===== config.mk =====
export PLATFORM = sky130hd
export DESIGN_NAME = pi_shift_ctrl
export DESIGN_NICKNAME = d
export VERILOG_FILES = /design/src/rtl/pi_shift_ctrl_pkg.sv /design/src/rtl/pi_shift_ctrl_sync.sv /design/src/rtl/pi_shift_ctrl.sv
export SDC_FILE = /design/constraint.sdc
export NUM_CORES = 1
export LEC_CHECK = 0
export ABC_CLOCK_PERIOD_IN_PS = 1490
export CAP_MARGIN = 40
export CORE_ASPECT_RATIO = 0.75
export CORE_MARGIN = 5
export CORE_UTILIZATION = 44
export DETAILED_ROUTE_END_ITERATION = 6
export HOLD_SLACK_MARGIN = 0.02
export PLACE_DENSITY_LB_ADDON = 0.15
export SLEW_MARGIN = 20
export SYNTH_ARGS = -nofsm -noshare
export SYNTH_HDL_FRONTEND = slang
export SYNTH_SLANG_ARGS = --single-unit

===== constraint.sdc =====
create_clock -name clk -period 1.49 [get_ports clk]
set_input_delay 0.298 -clock clk [delete_from_list [all_inputs] [get_ports clk]]
set_output_delay 0.298 -clock clk [all_outputs]
set_load 0.05 [all_outputs]

===== src/rtl/pi_shift_ctrl_pkg.sv =====
// Shared types and constants for the Pi -> CPLD shift-register sequencer.
package pi_shift_ctrl_pkg;

    typedef enum logic [1:0] {
        ST_IDLE  = 2'd0,
        ST_SHIFT = 2'd1,
        ST_LATCH = 2'd2
    } state_t;

    localparam int unsigned DEF_WIDTH       = 8;
    localparam int unsigned DEF_SYNC_STAGES = 2;

    // Target register indices on the select bus (Pi -> TI side).
    localparam int unsigned REG_IDX_DATA = 0;
    localparam int unsigned REG_IDX_CTRL = 1;

endpackage


===== src/rtl/pi_shift_ctrl_sync.sv =====
// Multi-flop synchronizer with optional armed rising-edge detection.
// EDGE_EN=1: o_q is a one-cycle rising-edge pulse per bit (masked until armed).
// EDGE_EN=0: o_q is the plain synchronized level.
module sync_edge
    import pi_shift_ctrl_pkg::*;
#(
    parameter int unsigned W       = 1,
    parameter int unsigned STAGES  = DEF_SYNC_STAGES,
    parameter bit          EDGE_EN = 1'b1
) (
    input  logic         clk,
    input  logic         rst_n,
    input  logic         i_arm,
    input  logic [W-1:0] i_async,
    output logic [W-1:0] o_q
);

    logic [W-1:0] r_chain [STAGES];
    logic [W-1:0] r_hist;
    logic [W-1:0] w_sync;
    logic [W-1:0] w_rise;

    // Synchronizer chain plus edge history; history always follows the
    // synchronized value so a line high at arming time yields no edge.
    always_ff @(posedge clk) begin
        if (!rst_n) begin
            for (int unsigned i = 0; i < STAGES; i++) begin
                r_chain[i] <= '0;
            end
            r_hist <= '0;
        end else begin
            r_chain[0] <= i_async;
            for (int unsigned i = 1; i < STAGES; i++) begin
                r_chain[i] <= r_chain[i-1];
            end
            r_hist <= w_sync;
        end
    end

    assign w_sync = r_chain[STAGES-1];
    assign w_rise = i_arm ? (w_sync & ~r_hist) : '0;
    assign o_q    = EDGE_EN ? w_rise : w_sync;

endmodule


===== src/rtl/pi_shift_ctrl.sv =====
// Sequencer for the Pi GPIO serial-in/parallel-out register bank: turns the
// asynchronous Pi serial clock/data/latch/select into one-cycle shift and
// latch enables for the selected target, enforcing exact WIDTH-bit frames.
module pi_shift_ctrl
    import pi_shift_ctrl_pkg::*;
#(
    parameter int unsigned NUM_REGS    = 2,
    parameter int unsigned SEL_W       = 1,
    parameter int unsigned WIDTH       = DEF_WIDTH,
    parameter int unsigned SYNC_STAGES = DEF_SYNC_STAGES
) (
    input  logic                clk,
    input  logic                rst_n,
    input  logic                pi_sclk,
    input  logic                pi_sdata,
    input  logic                pi_sle,
    input  logic [SEL_W-1:0]    pi_rsel,
    output logic                sh_din,
    output logic [NUM_REGS-1:0] sh_en,
    output logic [NUM_REGS-1:0] le,
    output logic                busy,
    output logic                frame_err,
    input  logic                clr_err
);

    localparam int unsigned CNT_W = $clog2(WIDTH + 2);
    localparam int unsigned ARM_W = $clog2(SYNC_STAGES + 2);
    localparam logic [CNT_W-1:0] CNT_ONE  = CNT_W'(1);
    localparam logic [CNT_W-1:0] CNT_FULL = CNT_W'(WIDTH);
    localparam logic [CNT_W-1:0] CNT_OVER = CNT_W'(WIDTH + 1);
    localparam logic [ARM_W-1:0] ARM_DONE = ARM_W'(SYNC_STAGES + 1);

    function automatic logic [NUM_REGS-1:0] f_onehot(input logic [SEL_W-1:0] sel);
        logic [NUM_REGS-1:0] v;
        v = '0;
        for (int unsigned i = 0; i < NUM_REGS; i++) begin
            v[i] = (32'(sel) == i);
        end
        return v;
    endfunction

    state_t              r_state;
    state_t              w_state_nxt;
    logic [CNT_W-1:0]    r_cnt;
    logic [CNT_W-1:0]    w_cnt_nxt;
    logic [SEL_W-1:0]    r_sel;
    logic [SEL_W-1:0]    w_sel_nxt;
    logic                r_bad;
    logic                w_bad_nxt;
    logic [NUM_REGS-1:0] r_sh_en;
    logic [NUM_REGS-1:0] w_sh_en_nxt;
    logic                r_din;
    logic                r_err;
    logic                w_err_set;
    logic [ARM_W-1:0]    r_arm_cnt;
    logic                w_arm;
    logic                w_sclk_rise;
    logic                w_sle_rise;
    logic                w_sdata_s;
    logic [SEL_W-1:0]    w_rsel_s;
    logic                w_latch_ok;

    // Hold off edge detection until the synchronizers have refilled after reset.
    always_ff @(posedge clk) begin
        if (!rst_n) begin
            r_arm_cnt <= '0;
        end else if (r_arm_cnt != ARM_DONE) begin
            r_arm_cnt <= r_arm_cnt + 1'b1;
        end
    end

    assign w_arm = (r_arm_cnt == ARM_DONE);

    sync_edge #(
        .W       (2),
        .STAGES  (SYNC_STAGES),
        .EDGE_EN (1'b1)
    ) u_sync_edges (
        .clk     (clk),
        .rst_n   (rst_n),
        .i_arm   (w_arm),
        .i_async ({pi_sle, pi_sclk}),
        .o_q     ({w_sle_rise, w_sclk_rise})
    );

    sync_edge #(
        .W       (SEL_W + 1),
        .STAGES  (SYNC_STAGES),
        .EDGE_EN (1'b0)
    ) u_sync_levels (
        .clk     (clk),
        .rst_n   (rst_n),
        .i_arm   (w_arm),
        .i_async ({pi_rsel, pi_sdata}),
        .o_q     ({w_rsel_s, w_sdata_s})
    );

    assign w_latch_ok = (r_state == ST_LATCH) && (r_cnt == CNT_FULL) && !r_bad
                        && (32'(r_sel) < NUM_REGS);

    // Frame FSM next-state, counters and shift-enable decode.
    // A latch coinciding with a clock edge wins: the bit is dropped and the
    // frame is forced bad so the LATCH check rejects it regardless of count.
    always_comb begin
        w_state_nxt = r_state;
        w_cnt_nxt   = r_cnt;
        w_sel_nxt   = r_sel;
        w_bad_nxt   = r_bad;
        w_sh_en_nxt = '0;
        w_err_set   = 1'b0;
        case (r_state)
            ST_IDLE: begin
                if (w_sle_rise) begin
                    w_err_set = 1'b1;
                end else if (w_sclk_rise) begin
                    w_sel_nxt   = w_rsel_s;
                    w_cnt_nxt   = CNT_ONE;
                    w_bad_nxt   = 1'b0;
                    w_sh_en_nxt = f_onehot(w_rsel_s);
                    w_state_nxt = ST_SHIFT;
                end
            end
            ST_SHIFT: begin
                if (w_sle_rise) begin
                    if (w_sclk_rise) begin
                        w_bad_nxt = 1'b1;
                    end
                    w_state_nxt = ST_LATCH;
                end else if (w_sclk_rise) begin
                    if (r_cnt < CNT_FULL) begin
                        w_cnt_nxt = r_cnt + 1'b1;
                    end else begin
                        w_cnt_nxt = CNT_OVER;
                        w_bad_nxt = 1'b1;
                    end
                    w_sh_en_nxt = f_onehot(r_sel);
                end
            end
            ST_LATCH: begin
                if (!w_latch_ok) begin
                    w_err_set = 1'b1;
                end
                w_cnt_nxt   = '0;
                w_bad_nxt   = 1'b0;
                w_state_nxt = ST_IDLE;
            end
            default: begin
                w_cnt_nxt   = '0;
                w_state_nxt = ST_IDLE;
            end
        endcase
    end

    // State, frame bookkeeping and registered shift outputs.
    always_ff @(posedge clk) begin
        if (!rst_n) begin
            r_state <= ST_IDLE;
            r_cnt   <= '0;
            r_sel   <= '0;
            r_bad   <= 1'b0;
            r_sh_en <= '0;
            r_din   <= 1'b0;
        end else begin
            r_state <= w_state_nxt;
            r_cnt   <= w_cnt_nxt;
            r_sel   <= w_sel_nxt;
            r_bad   <= w_bad_nxt;
            r_sh_en <= w_sh_en_nxt;
            if (w_sclk_rise) begin
                r_din <= w_sdata_s;
            end
        end
    end

    // Sticky framing error; a new error takes priority over a clear.
    always_ff @(posedge clk) begin
        if (!rst_n) begin
            r_err <= 1'b0;
        end else if (w_err_set) begin
            r_err <= 1'b1;
        end else if (clr_err) begin
            r_err <= 1'b0;
        end
    end

    assign sh_din    = r_din;
    assign sh_en     = r_sh_en;
    assign le        = w_latch_ok ? f_onehot(r_sel) : '0;
    assign busy      = (r_state != ST_IDLE);
    assign frame_err = r_err;

endmodule


==> results.json <==
{
  "status": "finished with violations",
  "failed_checks": "setup timing",
  "ys_async_sr_fraction_pct": 0,
  "synth_edf_count": 0,
  "syn_inst": 98,
  "drc": 0,
  "initial_core_util_pct": 47.4,
  "yosys.area.top_type": "dfxtp_1",
  "busiest_layer": "met2",
  "seq_area_frac_synth_pct": 49.5,
  "synth_top_family_by_area": "simple AND/OR/NAND/NOR gates",
  "routed_wl_um": 2050,
  "vias_per_cell": 5.28,
  "crit_start": "r_cnt[0]",
  "final_area_mm2": 0.00141,
  "ant_nets": 0,
  "fin_hold_ws_ns": 0.448,
  "leakagePower_nw": 0.558,
  "powerDensity_mw_per_mm2": 899,
  "finClkSkew_ns": 0.00170,
  "cts_buffers": 3,
  "die_y_um": 50.7,
  "synthSimpleGateAreaFrac_pct": 28.4,
  "synth_xor_area_share_pct": 0.902,
  "clock.fmax_mhz": 536,
  "yosysWarnings": 0,
  "r2r-start": "r_arm_cnt[1]",
  "wl_per_cell_um": 13.8,
  "cts-root-buf": "clkbuf_4",
  "synth_ff_type": "dfxtp_1",
  "use_met3_pct": 6.03,
  "grt_pass1_wl_um": 3590,
  "ff2ff_path_depth": 4,
  "antenna_cells": 0,
  "avgSynthCellArea_um2": 9.91,
  "antenna_found_initial": 0,
  "min_period_ns": 1.86,
  "fill_cells": 162,
  "final_nets": 136,
  "ys_ff_latch": 24,
  "maxCapViolations": 0,
  "worstHoldPathType": "flop to flop",
  "drv_slew": 0,
  "final-setup-viol-count": 3,
  "cts.sinks": 24,
  "grt_max_degree": 15,
  "yosys.area_share.adder_pct": 3.87,
  "timing.final.crit_share_pct": 125,
  "layout_common_cells": "18 x dfxtp_1, 12 x buf_4, 11 x and2_1",
  "rsz0062_at_grt": "yes",
  "place.gp.congestion": 0.811,
  "core_area_mm2": 0.00205,
  "worst_slack_ns": -0.374,
  "synth_cell_types": 33,
  "placedCellCount": 144,
  "io_pins": 14,
  "crit_fanout": 2,
  "cp-end-kind": "primary output",
  "syn_area_um2": 971,
  "clkTransAtPathRegs_ns": 0.13,
  "yosys.area.top_type_share_pct": 49.5,
  "grt_pass1_vias": 796,
  "maxSlewHeadroom_pct": 68.6,
  "hold_violations": 0,
  "min_from": "u_sync_levels.r_chain[0][0]",
  "synth_compound_area_share_pct": 10.3,
  "crit_arrival_ns": 1.57,
  "synthMuxAreaShare_pct": 3.09,
  "drive_above_1_share_pct": 37.6,
  "die-area_mm2": 0.00326,
  "max_stage_delay_ns": 0.42,
  "cp.required_ns": 1.19,
  "vias": 787,
  "slowest_stage": "or3_4",
  "cts_tree": "done",
  "die-width_um": 64.2,
  "clock_latency_ns": 0.31,
  "dp_hpwl_um": 1510,
  "clock_path_buffers": 2,
  "mostFrequentLayoutCell": "dfxtp_1",
  "crit_type": "flop to primary output",
  "instances_no_fill": 149,
  "htreeDepth": 1,
  "dpl-instance-area_mm2": 0.00133,
  "yosys-top-cells-area": "dfxtp_1 49%, and2_1 7.1%, ha_1 3.9%",
  "drtPass1Iterations": 4,
  "hold_depth": 1,
  "rows": 14,
  "drt_iter0_markers": 21,
  "overflow": 0,
  "areaGrowthSynthToFinish_pct": 45.5,
  "syn_nets": 108,
  "grt_use_met2_pct": 23.3,
  "io_buffers": 13,
  "path_cells": "inv_2 > ha_4 > nand2_2 > or3_4 > nor2_4 > buf_12",
  "grt_use_met1_pct": 16.7,
  "startpoint_type": "flop",
  "ir_drop_mv": 1.08,
  "grt_usage_pct": 14.0,
  "place_ws_ns": -0.0328,
  "worstMarginPinSlew_ns": 0.470
}
==> critical path, delay by kind of cell (launching register included) <==
kind          cells  cell delay, ns
simple gates      3            0.58
flops             1            0.35
buf+inv           2            0.20
fa+ha+maj         1            0.12
==> power by group <==
| group | internal [mW] | leakage, nW | switching, mW | total (mW) |
|---|---|---|---|---|
| sequential | 0.668 | 0.199 | 0.0131 | 0.681 |
| combinational | 0.0656 | 0.332 | 0.0516 | 0.117 |
| clock | 0.272 | 0.0279 | 0.200 | 0.471 |
| total | 1.01 | 0.558 | 0.264 | 1.27 |
==> final timing paths <==
path,endpoint,slack [ns]
worst max-delay path,le[1],-0.37
worst min-delay path,u_sync_levels.r_chain[0][2],0.45
worst min register to register,u_sync_levels.r_chain[0][2],0.45
worst max register to register,r_cnt[1],0.08
==> logic make-up (layout without fill, tap and decap cells) <==
kind of cell / after synthesis / after routing
adders and majority gates: 3 / 3
DFF: 24 / 24
xor gates and xnor gates: 1 / 1
AOI/OAI and AO/OA: 13 / 13
and+or+nand+nor: 44 / 44
buffers and inverters: 10 / 37
muxes: 3 / 3
==> Yosys cell counts, drive strengths merged (2+ instances only) <==
library cell  number
dfxtp             24
and2              11
inv                6
nand2              6
nand2b             4
nor3               4
clkbuf             3
ha                 3
mux2i              3
nor2b              3
a211oi             2
a21boi             2
a21oi              2
and3b              2
nand3              2
nand3b             2
nor2               2
o2111ai            2
or2                2
==> sequential cells by signal, indices dropped and copies added, names as in the netlist <==
register and count:
sh_din 1, r_bad 1, r_state 2, u_sync_edges.r_chain 4
u_sync_levels.r_chain 4, r_sel 1, r_arm_cnt 2, r_cnt 4
sh_en 2, frame_err 1, u_sync_edges.r_hist 2
==> stage by stage <==
step | power, mW | setup TNS [ns] | utilization [%]
floorplan | 0.759 | -0.0854 | -
global placement | 0.800 | -0.0222 | 64.8
detailed placement | 0.807 | -0.0434 | 64.8
CTS | 1.28 | -0.793 | 68.5
global route | 1.32 | -0.941 | 68.9
finish | 1.27 | -0.764 | 68.9
==> metal layers <==
layer / up-vias / routed length (um)
met2: 26 / 984
met4: 0 / 10
met5: - / 0
li1: 388 / -
met3: 2 / 134
met1: 371 / 922
==> repair_timing <==
item / 4_1_cts / 5_1_grt
pin swaps: 3 / 0
resized for setup: 7 / 4
setup endpoints to repair: 3 / 7
setup buffers: 1 / 0
hold buffers: 0 / 0
==> layout make-up <==
| class | instances | area (um^2) | area share (%) |
|---|---|---|---|
| repair buffers | 27 | 313 | 22.1 |
| inverters | 6 | 22.5 | 1.59 |
| multi-input cells | 64 | 507 | 35.9 |
| clock buffers | 3 | 22.5 | 1.59 |
| clock inverters | 1 | 30.0 | 2.13 |
| flip-flops and latches | 24 | 488 | 34.5 |
| well taps | 24 | 30.0 | 2.13 |
No activity file was read; power rests on OpenSTA's default activity.
